## config.mk

```make
export PLATFORM = sky130hd
export DESIGN_NAME = stdmacro_skid_stage
export DESIGN_NICKNAME = d
export VERILOG_FILES = /design/src/rtl/stdmacro_skid_stage.sv
export SDC_FILE = /design/constraint.sdc
export NUM_CORES = 1
export LEC_CHECK = 0
export CORE_AREA = 2 2 39 41
export DETAILED_ROUTE_END_ITERATION = 6
export DIE_AREA = 0 0 41 43
export PLACE_DENSITY_LB_ADDON = 0.05
export SYNTH_ARGS = -nofsm -noshare
export SYNTH_HDL_FRONTEND = slang
export SYNTH_SLANG_ARGS = --single-unit
```

## constraint.sdc

```tcl
create_clock -name clk -period 2.34 [get_ports clk]
set_input_delay 0.351 -clock clk [delete_from_list [all_inputs] [get_ports clk]]
set_output_delay 0.351 -clock clk [all_outputs]
set_load 0.01 [all_outputs]
```

## src/rtl/stdmacro_skid_stage.sv

```systemverilog
// stdmacro_skid_stage: two-entry valid/ready skid buffer with registered outputs and a registered ready.
module stdmacro_skid_stage #(
    parameter int DATA_WIDTH = 1
) (
    input  logic                  clk,
    input  logic                  resetn,
    input  logic                  flush,
    input  logic                  s_valid,
    output logic                  s_ready,
    input  logic [DATA_WIDTH-1:0] s_data,
    output logic                  m_valid,
    input  logic                  m_ready,
    output logic [DATA_WIDTH-1:0] m_data,
    output logic [1:0]            occupancy
);
    localparam logic [1:0] EMPTY = 2'd0;
    localparam logic [1:0] BUSY  = 2'd1;
    localparam logic [1:0] FULL  = 2'd2;

    logic [1:0]            state, state_d;
    logic [DATA_WIDTH-1:0] main_q, skid_q, main_d;
    logic                  main_en, skid_en, accept, emit;

    assign s_ready   = resetn & (state != FULL);
    assign m_valid   = state != EMPTY;
    assign m_data    = main_q;
    assign occupancy = state;
    assign accept    = s_valid & s_ready;
    assign emit      = m_valid & m_ready;

    // next state and data-register enables from the current handshake
    always_comb begin
        state_d = state;
        main_en = 1'b0;
        skid_en = 1'b0;
        main_d  = s_data;
        case (state)
            EMPTY: if (accept) begin
                state_d = BUSY;
                main_en = 1'b1;
            end
            BUSY: begin
                main_en = accept & emit;
                skid_en = accept & ~emit;
                state_d = (accept & ~emit) ? FULL : (~accept & emit) ? EMPTY : BUSY;
            end
            FULL: if (emit) begin
                state_d = BUSY;
                main_en = 1'b1;
                main_d  = skid_q;
            end
            default: state_d = EMPTY;
        endcase
    end

    // state register: reset beats flush, flush beats the handshake
    always_ff @(posedge clk) begin
        if (!resetn)    state <= EMPTY;
        else if (flush) state <= EMPTY;
        else            state <= state_d;
    end

    // payload registers load only on their enables; flush leaves contents alone
    always_ff @(posedge clk) begin
        if (!resetn) begin
            main_q <= '0;
            skid_q <= '0;
        end else if (!flush) begin
            if (main_en) main_q <= main_d;
            if (skid_en) skid_q <= s_data;
        end
    end
endmodule

```

==> run metrics <==
run status=finished, final reports clean; library cell used as clock root buffer=sky130_fd_sc_hd__clkbuf_4; critical path required time=1.99 ns; Clock transition at path regs=approximately 0.04 ns; total track usage=9.950%; top layer in use=met3; Post-CTS Hold Fix Bufs=0; initial antenna violation count=0; fraction of the core area covered by cells at the end of the flow=31.65%; H-tree depth=1; CP top delay family=buffers and inverters; Yosys top cell by area=sky130_fd_sc_hd__dfxtp_1; Worst EP arrival=approximately 1.5 ns; synthesized netlist net count=41; Final Hold Vio Count=0; footprint of the multi-input gates=203.9 sq um; proportion of register bits with asynchronous set or reset after synthesis=0%; share of layout cells above drive strength 1=19.57%; most used flip-flop cell after synthesis=sky130_fd_sc_hd__dfxtp_1; hold slack final=0.4668 ns; core box area=about 1400 sq um; type of the worst min-delay path=flop to flop; crit path setup slack, layout=between 0.4 and 0.5 ns; Static Leak=0.1708 nW; Post-synth EDFFs=0; final setup violation count=0; gr ovfl total=0; die width=41 um; critical path, cell by cell=nand2b_1 -> and2_1 -> clkdlybuf4s50_1; top achievable clock speed=approximately 530 MHz; Tcrit/Tclk final=80.69%; dominant cell by count in the synthesized netlist=sky130_fd_sc_hd__dfxtp_1; half-perimeter wire length of the detailed placement result=596.3 um; area of all sequential standard cells=80.08 sq um; type of origin of the critical path=flop; transition at the pin with the smallest max-transition slack=~0.34 ns; cell area power density=454.6 nW/um^2; Fillers=151; Post-Synthesis Cell Area=292.8 sq um; slowest stage cell, crit path=sky130_fd_sc_hd__clkdlybuf4s50_1; antenna diode count=0; post-synthesis average cell area=8.872 sq um; clock net sink count=4; Final GP Congestion=0.6497; worst path bufs/invs=1; sequential element share of the synthesized area=a little over a quarter; cell area after layout=437.9 sq um; most area-consuming cells after synthesis=sky130_fd_sc_hd__dfxtp_1 27%, sky130_fd_sc_hd__ha_1 8.5%, sky130_fd_sc_hd__nand3b_1 5.1%, sky130_fd_sc_hd__and2_1 4.3%, sky130_fd_sc_hd__and3_1 4.3%; metal3 WL=24 um; Unique masters post-synth=23; total detailed-routing wirelength=743 um; pre-CTS setup slack=between 0.3 and 0.4 ns; met1 wire length=about 370 um; sum of negative setup slack=0 ns; die height=approximately 43 um; TritonCTS buffer count=3; worst slew slack as a fraction of its limit=77.37%; Yosys reg bits=4; unrepaired setup endpoints after global routing=no; worst vdd ir=0.1627 mV; number of global-route vias before repair=291; placement-stage cell area=415.4 sq um; pin count of the biggest net entering global routing=12; number of top-level pins=11; clock latency at the later pin of the worst-skew pair=~0.23 ns; Tot Pwr=0.1991 mW; detail-routed via count per cell=4.694; Max Slew Vio Count=0; buffer count from post-CTS setup fixing=0; wire length of the first global-routing pass=1166 um; Vias=between 200 and 300; Die ar.=1763 sq um; slowest stage delay, CP=0.53 ns; nets@finish=56; max-cap violations=0; setup skew after layout=0.004543 ns; standard-cell rows=14; number of instances in the placed design=59; initial core utilization=a little over a fifth; Period minus WS final=1.888 ns; Setup crit end kind=output pin; share of the synthesized area in the top cell type=27.35%; TritonCTS clock tree=built; number of DRC violations after detailed-routing iteration 0=1; met2 WL=between 300 and 400 um; ANT nets after route=0; number of warnings reported in the yosys synthesis log=0; DRC=0; CTS resizes=0; synthesized instance count=33; Wirelength per Cell=11.98 um; layout overhead on the synthesized area=49.57%; Bufs on Longest Clock Path=2; maximum fanout along the worst path=10; count of input and output buffers=10; count of TritonRoute iterations in the first routing pass=2; number of cells in the finished layout apart from fillers=slightly above 60; Setup CP Type=flop to output pin
==> cells in the final DEF (no fill, tap or decap) <==
cell	instances
sky130_fd_sc_hd__a21oi_1	2
sky130_fd_sc_hd__clkbuf_4	3
sky130_fd_sc_hd__inv_1	1
sky130_fd_sc_hd__ha_1	2
sky130_fd_sc_hd__o22a_2	1
sky130_fd_sc_hd__nand4_1	1
sky130_fd_sc_hd__dfxtp_1	4
sky130_fd_sc_hd__and3_1	2
sky130_fd_sc_hd__nand2b_1	2
sky130_fd_sc_hd__buf_4	1
sky130_fd_sc_hd__and2_1	2
sky130_fd_sc_hd__nand2_2	1
sky130_fd_sc_hd__a21boi_1	1
sky130_fd_sc_hd__o211ai_1	1
sky130_fd_sc_hd__nand3b_1	2
sky130_fd_sc_hd__or2_2	1
sky130_fd_sc_hd__mux2i_1	1
sky130_fd_sc_hd__a221o_1	1
sky130_fd_sc_hd__or4b_1	1
sky130_fd_sc_hd__o31ai_1	1
sky130_fd_sc_hd__nor2_1	2
sky130_fd_sc_hd__nand2b_2	1
sky130_fd_sc_hd__clkdlybuf4s50_1	10
sky130_fd_sc_hd__a211o_2	1
sky130_fd_sc_hd__a41oi_1	1
==> layer usage <==
layer	vias to the layer above	track usage, %
met5	-	0
met4	0	2.000
met3	0	6.283
met2	6	13.44
met1	132	13.23
li1	153	-
==> flip-flops by register name, summed over array words and instances (netlist names) <==
signal and flops:
skid_q 1, m_data 1, occupancy 2
==> cell type report <==
type                       count  share of cell area (%)
inverter                       1                  0.8571
sequential                     4                   18.29
timing repair buffer          11                   24.57
multi-input combinational     27                   46.57
tap                           16                   4.571
clock buffer                   3                   5.143
==> worst min-delay path, cell delays in order (launching register included) <==
cell and delay (ns):
sky130_fd_sc_hd__dfxtp_1 0.30, sky130_fd_sc_hd__o31ai_1 0.06, sky130_fd_sc_hd__a21boi_1 0.06
==> where the power goes <==
part / internal (mW) / switching [mW] / leakage (nW) / total (mW)
clock: 0.0573 / 0.0276 / 0.0138 / 0.0850
combinational: 0.0244 / 0.0155 / 0.124 / 0.0398
sequential: 0.0709 / 0.00338 / 0.0325 / 0.0742
total: 0.153 / 0.0465 / 0.171 / 0.199
==> path summary, 6_finish.rpt <==
check                from       to  cells past startpoint  slack [ns]
max          occupancy[0]  s_ready                      3        0.45
min                skid_q   skid_q                      2        0.47
max reg2reg  occupancy[1]   skid_q                      7        0.47
min reg2reg        skid_q   skid_q                      2        0.47
==> kinds of logic (layout without fill, tap and decap cells) <==
group	count (synthesis)	after routing	synth area share, %
simple gates	15	15	33.34
compound gates	9	9	24.36
flops	4	4	27.35
fa+ha+maj	2	2	8.546
buf+inv	2	15	2.989
mux	1	1	3.419
Note: power is estimated with default switching activity, not from simulation.
